## src/rtl/alu_pkg.sv

```systemverilog
// Shared definitions for the ALU result stage: operation select codes,
// flag bit positions, skid-buffer state encoding and an op-class helper.
package alu_pkg;

  // Operation select driven alongside the arithmetic result.
  typedef enum logic [2:0] {
    OP_ADD  = 3'b000,
    OP_SUB  = 3'b001,
    OP_DIV  = 3'b010,
    OP_MUL  = 3'b011,
    OP_SUBC = 3'b100
  } op_sel_e;

  // Flag vector layout {Z,Neg,C,V}.
  localparam int FLAG_W   = 4;
  localparam int FLAG_Z   = 3;
  localparam int FLAG_NEG = 2;
  localparam int FLAG_C   = 1;
  localparam int FLAG_V   = 0;

  // Occupancy of the two-entry skid buffer.
  typedef enum logic [1:0] {
    FIFO_EMPTY = 2'b00,
    FIFO_ONE   = 2'b01,
    FIFO_TWO   = 2'b10
  } fifo_state_e;

  // How carry/overflow are derived for a given select code.
  typedef enum logic [1:0] {
    CLS_ADD  = 2'b00,
    CLS_SUB  = 2'b01,
    CLS_NONE = 2'b10
  } op_class_e;

  // Map a select code to its flag class; the unnamed codes 101/110/111
  // are add-family operations.
  function automatic op_class_e op_class(input logic [2:0] sel);
    op_class_e cls;
    case (sel)
      OP_ADD:          cls = CLS_ADD;
      OP_SUB, OP_SUBC: cls = CLS_SUB;
      OP_DIV, OP_MUL:  cls = CLS_NONE;
      default:         cls = CLS_ADD;
    endcase
    return cls;
  endfunction

endpackage

```

## src/rtl/alu_flag_gen.sv

```systemverilog
// Combinational {Z,Neg,C,V} generation for one arithmetic result.
module alu_flag_gen
  import alu_pkg::*;
#(
  parameter int N = 8
) (
  input  logic [N-1:0]      result,
  input  logic              cout,
  input  logic [2:0]        sel,
  input  logic              a_msb,
  input  logic              b_msb,
  output logic [FLAG_W-1:0] flags
);

  logic zero_s;
  logic neg_s;
  logic carry_s;
  logic ovf_s;

  // Derive flags from the result sign/zero and the operand sign bits.
  always_comb begin
    zero_s  = (result == {N{1'b0}});
    neg_s   = result[N-1];
    carry_s = 1'b0;
    ovf_s   = 1'b0;
    case (op_class(sel))
      CLS_ADD: begin
        carry_s = cout;
        ovf_s   = (a_msb == b_msb) & (result[N-1] != a_msb);
      end
      CLS_SUB: begin
        carry_s = 1'b0;
        ovf_s   = (a_msb != b_msb) & (result[N-1] != a_msb);
      end
      CLS_NONE: begin
        carry_s = 1'b0;
        ovf_s   = 1'b0;
      end
      default: begin
        carry_s = 1'b0;
        ovf_s   = 1'b0;
      end
    endcase
    flags           = {FLAG_W{1'b0}};
    flags[FLAG_Z]   = zero_s;
    flags[FLAG_NEG] = neg_s;
    flags[FLAG_C]   = carry_s;
    flags[FLAG_V]   = ovf_s;
  end

endmodule

```

## src/rtl/alu_result_stage.sv

```systemverilog
// ALU result stage: captures result plus flags into a two-entry skid
// buffer with valid/ready handshakes and a saturating accept counter.
module alu_result_stage
  import alu_pkg::*;
#(
  parameter int N = 8
) (
  input  logic              clk,
  input  logic              rst,
  input  logic              in_valid,
  output logic              in_ready,
  input  logic [N-1:0]      in_result,
  input  logic              in_cout,
  input  logic [2:0]        in_sel,
  input  logic              in_a_msb,
  input  logic              in_b_msb,
  output logic              out_valid,
  input  logic              out_ready,
  output logic [N-1:0]      out_result,
  output logic [FLAG_W-1:0] out_flags,
  output logic [15:0]       out_count
);

  fifo_state_e       state_r;
  fifo_state_e       state_s;
  logic              in_ready_r;
  logic              out_valid_r;
  logic [N-1:0]      head_result_r;
  logic [FLAG_W-1:0] head_flags_r;
  logic [N-1:0]      tail_result_r;
  logic [FLAG_W-1:0] tail_flags_r;
  logic [15:0]       count_r;
  logic [FLAG_W-1:0] cap_flags_s;
  logic              push_s;
  logic              pop_s;
  logic              head_load_new_s;
  logic              head_load_tail_s;
  logic              tail_load_s;

  alu_flag_gen #(.N(N)) u_flag_gen (
    .result (in_result),
    .cout   (in_cout),
    .sel    (in_sel),
    .a_msb  (in_a_msb),
    .b_msb  (in_b_msb),
    .flags  (cap_flags_s)
  );

  // Handshakes qualify only on registered ready/valid, so upstream data
  // is ignored whenever this stage is not accepting.
  assign push_s = in_valid & in_ready_r;
  assign pop_s  = out_valid_r & out_ready;

  // Next occupancy and which storage slot gets loaded this cycle.
  always_comb begin
    state_s          = state_r;
    head_load_new_s  = 1'b0;
    head_load_tail_s = 1'b0;
    tail_load_s      = 1'b0;
    case (state_r)
      FIFO_EMPTY: begin
        if (push_s) begin
          state_s         = FIFO_ONE;
          head_load_new_s = 1'b1;
        end else begin
          state_s = FIFO_EMPTY;
        end
      end
      FIFO_ONE: begin
        if (push_s && pop_s) begin
          // Head leaves and the new entry takes its place directly.
          state_s         = FIFO_ONE;
          head_load_new_s = 1'b1;
        end else if (push_s) begin
          state_s     = FIFO_TWO;
          tail_load_s = 1'b1;
        end else if (pop_s) begin
          state_s = FIFO_EMPTY;
        end else begin
          state_s = FIFO_ONE;
        end
      end
      FIFO_TWO: begin
        // No push is possible here because in_ready is low.
        if (pop_s) begin
          state_s          = FIFO_ONE;
          head_load_tail_s = 1'b1;
        end else begin
          state_s = FIFO_TWO;
        end
      end
      default: begin
        state_s = FIFO_EMPTY;
      end
    endcase
  end

  // Occupancy register with ready/valid decoded one cycle ahead so both
  // handshake outputs come straight from flops.
  always_ff @(posedge clk or posedge rst) begin
    if (rst) begin
      state_r     <= FIFO_EMPTY;
      in_ready_r  <= 1'b1;
      out_valid_r <= 1'b0;
    end else begin
      state_r     <= state_s;
      in_ready_r  <= (state_s != FIFO_TWO);
      out_valid_r <= (state_s != FIFO_EMPTY);
    end
  end

  // Head slot: loads a fresh capture or promotes the tail; otherwise holds.
  always_ff @(posedge clk or posedge rst) begin
    if (rst) begin
      head_result_r <= {N{1'b0}};
      head_flags_r  <= {FLAG_W{1'b0}};
    end else if (head_load_new_s) begin
      head_result_r <= in_result;
      head_flags_r  <= cap_flags_s;
    end else if (head_load_tail_s) begin
      head_result_r <= tail_result_r;
      head_flags_r  <= tail_flags_r;
    end else begin
      head_result_r <= head_result_r;
      head_flags_r  <= head_flags_r;
    end
  end

  // Tail slot: only written when the head is occupied and not draining.
  always_ff @(posedge clk or posedge rst) begin
    if (rst) begin
      tail_result_r <= {N{1'b0}};
      tail_flags_r  <= {FLAG_W{1'b0}};
    end else if (tail_load_s) begin
      tail_result_r <= in_result;
      tail_flags_r  <= cap_flags_s;
    end else begin
      tail_result_r <= tail_result_r;
      tail_flags_r  <= tail_flags_r;
    end
  end

  // Accepted-entry counter, sticking at all-ones.
  always_ff @(posedge clk or posedge rst) begin
    if (rst) begin
      count_r <= 16'h0000;
    end else if (push_s && (count_r != 16'hFFFF)) begin
      count_r <= count_r + 16'h0001;
    end else begin
      count_r <= count_r;
    end
  end

  assign in_ready   = in_ready_r;
  assign out_valid  = out_valid_r;
  assign out_result = head_result_r;
  assign out_flags  = head_flags_r;
  assign out_count  = count_r;

endmodule

```

## config.mk

```make
export PLATFORM = sky130hd
export DESIGN_NAME = alu_result_stage
export DESIGN_NICKNAME = d
export VERILOG_FILES = /design/src/rtl/alu_pkg.sv /design/src/rtl/alu_flag_gen.sv /design/src/rtl/alu_result_stage.sv
export SDC_FILE = /design/constraint.sdc
export NUM_CORES = 1
export LEC_CHECK = 0
export ABC_AREA = 1
export BUFFER_PORTS_ARGS = -buffer_cell sky130_fd_sc_hd__buf_2
export CAP_MARGIN = 30
export CORE_MARGIN = 2
export CORE_UTILIZATION = 40
export CTS_CLUSTER_SIZE = 8
export DETAILED_ROUTE_END_ITERATION = 10
export PLACE_DENSITY = 0.64
export SLEW_MARGIN = 25
export SYNTH_ARGS = -nofsm -noshare
export SYNTH_HDL_FRONTEND = slang
export SYNTH_SLANG_ARGS = --single-unit
export TNS_END_PERCENT = 10
```

## constraint.sdc

```tcl
create_clock -name clk -period 2.54 [get_ports clk]
set_input_delay 0.254 -clock clk [delete_from_list [all_inputs] [get_ports clk]]
set_output_delay 0.254 -clock clk [all_outputs]
set_load 0.05 [all_outputs]
```

==> Word level (Yosys, flattened, before mapping) <==
Index checks and enable logic that the tools add are counted.
{ "op_classes": {"n_reduce_logical": 9, "multipliers": 0, "n_mux": 20, "add_sub_neg": 1, "magnitude_cmp": 0, "div_mod_pow": 0, "n_eq_ne": 12, "n_bitwise": 4, "n_shift": 0} }
{ "op_table": {"columns": ["op", "count"], "rows": [
  ["adder 16 x 1 -> 16 bit (second input constant)", 1],
  ["2-to-1 mux 8 bit", 2],
  ["inequality test 16 bit (second input constant)", 1],
  ["2-to-1 mux 1 bit", 9],
  ["zero test 8 bit", 1],
  ["2-to-1 mux 4 bit", 2],
  ["equality test 3 x 2 -> 1 bit (second input constant)", 2],
  ["2-to-1 mux 2 bit", 3],
  ["one-hot mux 2 bit (3 select lines)", 1],
  ["AND 1 bit", 4],
  ["equality test 2 x 1 -> 1 bit (second input constant)", 2],
  ["zero test 2 bit", 2],
  ["one-hot mux 1 bit (2 select lines)", 2],
  ["one-hot mux 2 bit (2 select lines)", 1],
  ["nonzero test 2 bit", 2],
  ["OR reduction 2 bit", 2],
  ["equality test 3 x 1 -> 1 bit (second input constant)", 1],
  ["equality test 3 bit (second input constant)", 1],
  ["equality test 2 bit (second input constant)", 1],
  ["logical AND 1 bit", 2],
  ["inequality test 1 bit", 2],
  ["inequality test 2 bit (second input constant)", 1],
  ["equality test 1 bit", 1]
]} }
{ "totals": {"inputBits": 18, "regBits": 44, "output_inout_bits": 30, "mem_bits_ro": 0, "word_cells": 54, "memories": 0, "mem_bits_rw": 0, "latchBits": 0} }

==> Longest topological paths before layout <==
Gate-level depths: netlist of run 1.
{ "depth": {"depth_word": 6, "ltp_mapped": 9, "mapped_depth_nobuf": 9} }

==> By module <==
Synthesis of run 1 repeated with hierarchy kept, for this count alone.
{ "unflattened": {"cells_unflattened": 317, "area_unflattened_um2": 2376.0} }
{ "by_module_without_submodules": {"columns": ["module", "seq_area_each_um2", "area_each_um2", "cells_each", "n_inst"], "rows": [
  ["alu_result_stage", 1102.3, 2230.9, 286, 1],
  ["alu_flag_gen", 0.0, 145.1, 31, 1]
]} }

==> Worst setup path after synthesis of run 1 <==
Ideal clock, no wire load.
{ "synth_path": {"path_kind": "reg-to-reg", "from": "register count_r[0] (netlist: out_count[0])", "to": "register count_r[10] (netlist: out_count[10])", "t_required_ns": 2.421, "n_path_buf": 1, "period_less_slack_ns": 1.890, "path_stages_with_launch": 10, "setup_ns": 0.119, "path_slack_ns": 0.650, "arrival_time_ns": 1.771, "cell_sequence": "dfrtp_1 > ha_1 > inv_2 > nor2_4 > nand2_4 > nor2_4 > nor2_2 > buf_6 > nand2_2 > o21ai_2"} }
{ "synth_via": {"elab_chain_len": 2, "elab_cells_between_ends": 3, "cone_classes": "add/sub: 1; eq/ne: 1; reduce/logical: 1"} }
{ "synth_rtl": {"columns": ["item", "line_no", "text"], "rows": [
  ["start: declaration", "alu_result_stage.sv:32", "logic [15:0] count_r;"],
  ["start signal: assignment", "alu_result_stage.sv:148", "count_r <= count_r + 16'h0001;"],
  ["start signal: assignment", "alu_result_stage.sv:150", "count_r <= count_r;"],
  ["parallel branches: the longest is 2 deep, another holds adder 16 x 1 -> 16 bit", null, null]
]} }
Parallel ways; which one is timed is not known.
A chain may end at the register's enable or synchronous reset.

==> Worst setup path in the final report of run 1 <==
{ "layout_path": {"from": "register count_r[0] (netlist: out_count[0])", "to": "register count_r[11] (netlist: out_count[11])"} }
Same word-level chain as after synthesis.

==> flow_summary.ini, run 1 <==
[status]
status = complete, no violations

[clock_network]
cts_made_buffers = 5
ctsHoldBuffers = 0
cts_repair_resize_count = 0
path_clk_slew_ns = 0.08
root_buffer = clkbuf_8
clock-sinks = 42
htreeDepth = 2
clk_latency_ns = 0.30
cts_buffer_depth = 2
post_cts_buffers = 0
cts_tree = built

[worst_hold_path]
worstHoldPathType = primary input to async pin

[logic_synthesis]
synth-simple-area-share_pct = 34.51
ys.flop_type = dfrtp_1
synth-adder-area-share_pct = 1.625
synth_compound_area_share_pct = 9.209
synth_xor_area_share_pct = 1.517
synth_most_common_cell = nand2_1
synth_top_area_share_pct = 44.42
ys_types = 28
seq_area_frac_synth_pct = 45.56
syn_area_sq_um = 2310
synth_edf_count = 0
synth_commonest_cells = nand2_1, dfrtp_1, inv_1
yosysTopAreaCell = dfrtp_1
synth_area_leaders = dfrtp_1, nand2_1, inv_1
async_flop_share_pct = 100.0
synth_nets = 323
synthCells = 302
syn_area_per_cell_sq_um = 7.648
synth.area.mux_share_pct = 0
ys_warn_count = 0
ys_seq_elements = 42
synth_top_family_by_area = simple AND/OR/NAND/NOR gates

[die]
ioPinCount = 48
coreArea_sq_um = 5540
die_w_um = 79.99
die-area_sq_um = 6398
num_rows = 27
dieHeight_um = 79.99
initial_core_util_pct = 41.69

[power_and_ir_drop]
clkPwrFrac_pct = 15.3
power.leakage_nw = 1.499
power_density_nw_per_um2 = 1191
peakVddDrop_mv = 0.6588
internal_power_mw = 1.632
switching_share_pct = 50.13
power_frac_seq_pct = 35.2
switchingPower_mw = 1.640
combPwrFrac_pct = 49.5

[worst_setup_path]
reg2reg_setup_slack_ns = 0.63
reg2reg_to = out_count[11]$_DFFE_PP0P_
path_class = flip-flop to flip-flop
cp-start-kind = flip-flop
cp_data_required_time_ns = 2.77
critPathArrivalTime_ns = 2.14
r2r-start = out_count[0]$_DFFE_PP0P_
end_kind = flip-flop
crit_fanout = 13
ff2ff_path_depth = 9

[sta]
fin_crit_ns = 1.908
fmax_mhz = 524.1
finClkSkew_ns = 0.005446
worst_slew_pin_slew_ns = 0.5483
fin_ws_ns = 0.6319
setup_tns_ns = 0
max_slew_margin_pct = 63.45
slew_viol_final = 0
hold_viol_final = 0
grt_setup_unrepaired = no
setup_viol = 0
worst_hold_slack_ns = 0.08955
post-route-period-util_pct = 75.12

[cells_and_area]
fill_cells = 588
antennaDiodeCount = 0
final_cells = 427
drive_above_1_share_pct = 24.79
nNetsFinal = 375
area_delta_synth_final_pct = 18.91

[placement]
dp_cells = 419
dp.final_hpwl_um = 3605
port_buffers = 47
dp_slack_ns = 0.6412
place.gp.congestion = 0.7823

[drt]
routed_via_density = 4.775
drt_first_pass_iters = 4
drt-initial-drc-count = 111
wire_per_inst_um = 11.69
drtAntennaViolNets = 0
vias = 2039
drc = 0
wl_um = 4992

[global_routing]
grt_max_degree = 43
track_usage_pct = 18.01
grt_pass1_vias = 2043
grt_first_pass_wirelength_um = 9032
gr-total-overflow = 0
antenna_found_initial = 0

[run]
drv_cap = 0
==> logic make-up (layout without fill, tap and decap cells) <==
| group | count (synthesis) | count (layout) |
|---|---|---|
| AND/OR/NAND/NOR | 181 | 181 |
| flip-flops | 42 | 42 |
| buffers and inverters | 41 | 94 |
| AO/OA/AOI/OAI | 31 | 31 |
| XOR/XNOR | 4 | 4 |
| adder cells (fa/ha/maj) | 3 | 3 |
==> through the flow <==
step,cell area [sq um],power (mW),utilization [%]
2_1_floorplan,2310,2.402,-
3_3_place_gp,2621,2.759,47.31
3_5_place_dp,2636,2.794,47.58
4_1_cts,2746,3.312,49.57
5_1_grt,2746,3.517,49.57
6_report,2746,3.272,49.57
==> routing by layer <==
metal	routed length, um	global-route usage, %	vias to the layer above
li1	-	-	1054
met1	2260	23.15	922
met2	2330	29.83	58
met3	340	4.412	5
met4	61	5.593	0
met5	0	0	-
==> critical path, stage by stage (launching register included) <==
cell and delay [ns]:
dfrtp_1 0.46, ha_1 0.31, inv_2 0.10, nor2_4 0.05, nand2_4 0.10, nor2_4 0.04, nor2_2 0.41, buf_8 0.23
nand2_1 0.08, o21ai_2 0.05
==> power groups by stage <==
stage                     Sequential (mW)  Combinational, mW  Clock (mW)
after detailed placement             1.16               1.64           0
after global placement               1.16               1.60           0
final                                1.15               1.62       0.501
after floorplan                      1.72              0.685           0
after CTS                            1.15               1.64       0.520
after global routing                 1.19               1.77       0.551
==> area by class of cell <==
| class | count | area (sq um) | area share, % |
|---|---|---|---|
| multi-input combinational | 219 | 1082 | 39.41 |
| sequential | 42 | 1052 | 38.31 |
| timing repair buffer | 53 | 287.8 | 10.48 |
| inverter | 33 | 123.9 | 4.510 |
| clock buffer | 8 | 110.1 | 4.009 |
| tap | 72 | 90.09 | 3.280 |
==> placed cells by master (no fill, tap or decap) <==
master,instances
o21ai_1,2
o21ai_2,7
o21ai_4,1
nor2_1,20
nor3b_1,1
nand3_1,16
buf_4,5
or2_2,1
nand2_4,2
xnor2_1,2
a22oi_1,8
xor2_1,2
buf_8,1
nand4_1,7
ha_1,3
nor2_2,4
a21oi_1,1
nand2_1,120
o21ai_0,12
nor2_8,1
inv_1,32
clkbuf_8,8
buf_2,47
dfstp_2,1
nand2_2,7
dfrtp_1,41
nor2_4,2
inv_2,1
==> sequential cells by signal, summed over array words and instances, names as in the netlist <==
register and count:
tail_result_r 7, out_result 7, out_valid 1, out_flags 4, state_r 2, in_ready 1
tail_flags_r 4, out_count 16
==> worst max-delay path by stage <==
stage                                   startpoint                   endpoint  slack [ns]  cells after the start
after global placement    out_count[0]$_DFFE_PP0P_  out_count[11]$_DFFE_PP0P_        0.39                      8
final                     out_count[0]$_DFFE_PP0P_  out_count[11]$_DFFE_PP0P_        0.63                      9
after detailed placement  out_count[0]$_DFFE_PP0P_  out_count[11]$_DFFE_PP0P_        0.64                      9
after global routing      out_count[0]$_DFFE_PP0P_  out_count[11]$_DFFE_PP0P_        0.49                      9
after floorplan           out_count[0]$_DFFE_PP0P_  out_count[10]$_DFFE_PP0P_        0.65                      9
after CTS                 out_count[0]$_DFFE_PP0P_  out_count[11]$_DFFE_PP0P_        0.61                      9
Note: power is estimated with default switching activity, not from simulation.
==> run 2, diff against run 1 <==
==> constraint.sdc (replaced) <==
create_clock -name clk -period 2 [get_ports clk]
set_input_delay 0.2 -clock clk [delete_from_list [all_inputs] [get_ports clk]]
set_output_delay 0.2 -clock clk [all_outputs]
set_load 0.05 [all_outputs]
==> flow_summary.ini, run 2 (same netlist as run 1, synthesis figures left out) <==
[die]
ioPinCount = 48
dieHeight_um = 79.99
die-area_sq_um = 6398
coreArea_sq_um = 5540
initial_core_util_pct = 41.69
num_rows = 27
die_w_um = 79.99

[cells_and_area]
largest_reg_flops = 16
drive_above_1_share_pct = 26.92
final_cells = 436
nNetsFinal = 384
fin_area_sq_um = 2844
final_cell_mix = nand2_1, buf_2, dfrtp_1, inv_1, nor2_1
area_delta_synth_final_pct = 23.13
antennaDiodeCount = 0
final_common_cell = nand2_1

[worst_setup_path]
path_class = flip-flop to flip-flop
end_kind = flip-flop
path_cells = nand2_1 > inv_1 > ha_1 > nand3_1 > nand2_1 > nor2_2 > nor2_1 > nand2_1 > nand2_1
cp-start-kind = flip-flop
critPathArrivalTime_ns = 1.85
crit_fanout = 12
path_common_cell = nand2_1
crit_slowest_cell = nor2_2
cp_data_required_time_ns = 2.19
path_buf_inv = 1
path_delay_family = simple AND/OR/NAND/NOR gates
slowest_delay_ns = 0.42

[sta]
max_slew_margin_pct = 64.20
setup_viol = 0
slew_viol_final = 0
hold_viol_final = 0
worst_hold_slack_ns = 0.01772
finClkSkew_ns = 0.008319
grt_setup_unrepaired = no
fin_crit_ns = 1.662
post-route-period-util_pct = 83.09
fmax_mhz = 601.7
worst_slew_pin_slew_ns = 0.5371
setup_tns_ns = 0

[clock_network]
root_buffer = clkbuf_8
path_clk_slew_ns = 0.09
htreeDepth = 2
cts_buffer_depth = 2
clock-sinks = 42
cts_tree = built
cts_made_buffers = 5
ctsHoldBuffers = 0
clk_latency_ns = 0.30

[power_and_ir_drop]
peakVddDrop_mv = 0.8715
power_density_nw_per_um2 = 1548
power.leakage_nw = 1.557
power_mw = 4.403

[placement]
port_buffers = 47
dp_cells = 428
dp.final_hpwl_um = 3726
place.gp.congestion = 0.8205
dpl_cell_area_sq_um = 2704

[global_routing]
track_usage_pct = 17.18
gr-total-overflow = 0
grt_pass1_vias = 1964
antenna_found_initial = 0
grt_max_degree = 43
grt_util_met3_pct = 4.299
grt_first_pass_wirelength_um = 8721
grt_use_met2_pct = 28.92
grtUsageMet1_pct = 22.17
grt_busiest_layer = met2

[status]
status = complete, no violations

[worst_hold_path]
worstHoldPathType = primary input to async pin

[drt]
drt-initial-drc-count = 95
drc = 0
wire_per_inst_um = 11.72
wl_um = 5110
routed_via_density = 4.761
drtAntennaViolNets = 0
drt_first_pass_iters = 4
vias = 2076

[run]
drv_cap = 0
[run 2: cell types whose count changed in the layout (fill, tap and decap cells not counted), sizes merged]
| cell | before | now |
|---|---|---|
| buf | 53 | 62 |
| bufinv | 0 | 2 |
| clkbuf | 8 | 5 |
| clkinv | 0 | 1 |
[run 2: stage by stage]
step	setup slack, ns	util (%)
after detailed placement	0.09602	48.80
after CTS	0.06431	51.29
final	0.3382	51.33
after global routing	0.1649	51.33
after global placement	0.06845	48.53
after floorplan	0.1101	-
[run 2: timing repair]
| action | in CTS | in global routing |
|---|---|---|
| resized for setup | 0 | 1 |
| setup buffers | 0 | 0 |
| hold endpoints to repair | 0 | 0 |
| setup endpoints to repair | 0 | 10 |
[run 2: worst paths after layout]
path / from / to / slack, ns / depth (start not counted)
max: out_valid$_DFF_PP0_ / out_flags[0]$_DFFE_PP0P_ / 0.34 / 9
max in group asynchronous: rst / in_ready$_DFF_PP1_ / 1.61 / 3
min in group clk: in_result[5] / out_result[5]$_DFFE_PP0P_ / 0.13 / 3
min: rst / out_result[1]$_DFFE_PP0P_ / 0.02 / 3
max reg2reg: out_valid$_DFF_PP0_ / out_flags[0]$_DFFE_PP0P_ / 0.34 / 9
min reg2reg: out_result[4]$_DFFE_PP0P_ / out_result[4]$_DFFE_PP0P_ / 0.48 / 2
[run 2: where the power goes]
| part | internal [mW] | switching, mW | total, mW |
|---|---|---|---|
| Combinational | 0.590 | 1.58 | 2.17 |
| Sequential | 1.18 | 0.236 | 1.42 |
| Clock | 0.500 | 0.310 | 0.811 |
[run 2: tightest hold or removal path: stages]
cell   delay (ns)
buf_2        0.09
inv_1        0.04
buf_4        0.44
[run 2: routing by layer]
layer	vias up	part of all wire (%)
met5	-	0
met3	2	5.4
li1	1067	-
met1	954	47
met2	53	48
met4	0	0.29
[run 2: cell type report]
type,count,area [sq um]
fillers,556,2696
multi-input cells,219,1085
clock buffers,5,68.82
well taps,72,90.09
clock inverters,3,68.82
flip-flops and latches,42,1052
inverters,33,123.9
repair buffers,62,355.3
==> run 3, diff against run 2 <==
==> constraint.sdc (replaced) <==
create_clock -name clk -period 1.7 [get_ports clk]
set_input_delay 0.17 -clock clk [delete_from_list [all_inputs] [get_ports clk]]
set_output_delay 0.17 -clock clk [all_outputs]
set_load 0.05 [all_outputs]
==> flow_summary.ini, run 3 (same netlist as run 1, synthesis figures left out) <==
[status]
status = finished, violations left
violations = hold timing

[power_and_ir_drop]
internal_power_mw = 2.538
switching_share_pct = 49.25
peakVddDrop_mv = 0.9549
power.leakage_nw = 1.506
power_frac_seq_pct = 34.5
power_mw = 5.001
switchingPower_mw = 2.463
combPwrFrac_pct = 49.1
clkPwrFrac_pct = 16.4
power_density_nw_per_um2 = 1804

[cells_and_area]
final_common_cell = nand2_1
fill_cells = 555
drive_above_1_share_pct = 25.84
seq_area_sq_um = 1055
antennaDiodeCount = 0
utilization_pct = 50.02
fin_area_sq_um = 2771
final_cell_mix = nand2_1, buf_2, dfrtp_1, inv_1, nor2_1
final_cells = 428
largest_reg_flops = 16
area_delta_synth_final_pct = 19.99
nNetsFinal = 377
multi_input_area_sq_um = 1082

[clock_network]
root_buffer = clkbuf_8
htreeDepth = 2
clock-sinks = 42
cts_made_buffers = 5
cts_buffer_depth = 2
cts_tree = built
ctsHoldBuffers = 0
clk_latency_ns = 0.30
path_clk_slew_ns = 0.08

[worst_setup_path]
path_class = flip-flop to flip-flop
critPathArrivalTime_ns = 1.76
path_common_cell = nand2_1
crit_fanout = 9
cp_data_required_time_ns = 1.94
end_kind = flip-flop
path_delay_family = flip-flops
reg2reg_setup_slack_ns = 0.18
cp-start-kind = flip-flop
reg2reg_to = out_flags[0]$_DFFE_PP0P_
path_buf_inv = 2
slowest_delay_ns = 0.54
ff2ff_path_depth = 10
r2r-start = in_ready$_DFF_PP1_
path_cells = nand2_2 > inv_2 > ha_1 > nand3_1 > nand2_1 > nor2_1 > buf_4 > nor2_1 > nand2_1 > nand2_1
crit_slowest_cell = dfstp_2

[placement]
port_buffers = 47
dp.final_hpwl_um = 3611
dpl_cell_area_sq_um = 2659
dp_cells = 421
place.gp.congestion = 0.7566

[global_routing]
grt_pass1_vias = 1931
gr-total-overflow = 0
track_usage_pct = 17.24
grt_max_degree = 43
antenna_found_initial = 0
grt_first_pass_wirelength_um = 8625

[drt]
wire_per_inst_um = 11.62
drtAntennaViolNets = 0
drt-initial-drc-count = 71
routed_via_density = 4.794
drt_first_pass_iters = 4
drc = 0
wl_um = 4972
vias = 2052

[sta]
finClkSkew_ns = 0.008004
worst_hold_slack_ns = -0.008435
grt_setup_unrepaired = no
hold_viol_final = 15
slew_viol_final = 0
max_slew_margin_pct = 64.31
worst_slew_pin_slew_ns = 0.5354
fmax_mhz = 657.4
setup_viol = 0
post-route-period-util_pct = 89.48
fin_crit_ns = 1.521

[die]
dieHeight_um = 79.99
die_w_um = 79.99
num_rows = 27
initial_core_util_pct = 41.69
die-area_sq_um = 6398
coreArea_sq_um = 5540
ioPinCount = 48

[run]
drv_cap = 0

[worst_hold_path]
worstHoldPathType = primary input to async pin
-- run 3: layout make-up --
type | instances | area share [%]
Sequential cell | 42 | 38.06
Inverter | 33 | 4.470
Timing Repair Buffer | 55 | 11.11
Clock inverter | 1 | 1.084
Tap cell | 72 | 3.251
Clock buffer | 6 | 2.980
Multi-Input combinational cell | 219 | 39.05
-- run 3: worst min-delay path: stages --
cell   delay, ns
buf_2       0.09
inv_1       0.04
buf_4       0.45
-- run 3: repair_timing --
action | 4_1_cts | 5_1_grt
endpoints found under the setup margin | 0 | 8
resized for setup | 0 | 1
setup buffers | 0 | 0
-- run 3: per-stage QoR --
| step | TNS (ns) | worst slack (ns) |
|---|---|---|
| after floorplan | -0.02458 | -0.01537 |
| after global placement | 0 | 0.1560 |
| after detailed placement | 0 | 0.1099 |
| after CTS | 0 | 0.08997 |
| after global routing | 0 | 0.01917 |
| final | 0 | 0.1789 |
-- run 3: power by group through the flow --
stage / Combinational [mW] / Sequential, mW / Clock (mW)
2_1_floorplan: 1.02 / 2.57 / 0
3_3_place_gp: 2.44 / 1.74 / 0
3_5_place_dp: 2.49 / 1.74 / 0
4_1_cts: 2.49 / 1.73 / 0.854
5_1_grt: 2.70 / 1.78 / 0.880
6_report: 2.46 / 1.72 / 0.821
-- run 3: worst max path at each step --
stage,startpoint,cells after the start,end,slack (ns)
detailed placement,in_ready$_DFF_PP1_,6,out_valid$_DFF_PP0_,0.11
finish,in_ready$_DFF_PP1_,10,out_flags[0]$_DFFE_PP0P_,0.18
CTS,in_ready$_DFF_PP1_,10,out_flags[0]$_DFFE_PP0P_,0.09
floorplan,in_ready$_DFF_PP1_,6,out_valid$_DFF_PP0_,-0.02
global route,in_ready$_DFF_PP1_,10,out_flags[0]$_DFFE_PP0P_,0.02
global placement,in_ready$_DFF_PP1_,6,out_valid$_DFF_PP0_,0.16
-- run 3: per-layer routing --
layer	up-vias	global-route usage, %	share of wire [%]
met5	-	0	0
met4	0	5.593	1.4
met3	7	3.507	3.8
met2	40	28.92	48
met1	951	22.16	47
li1	1054	-	-
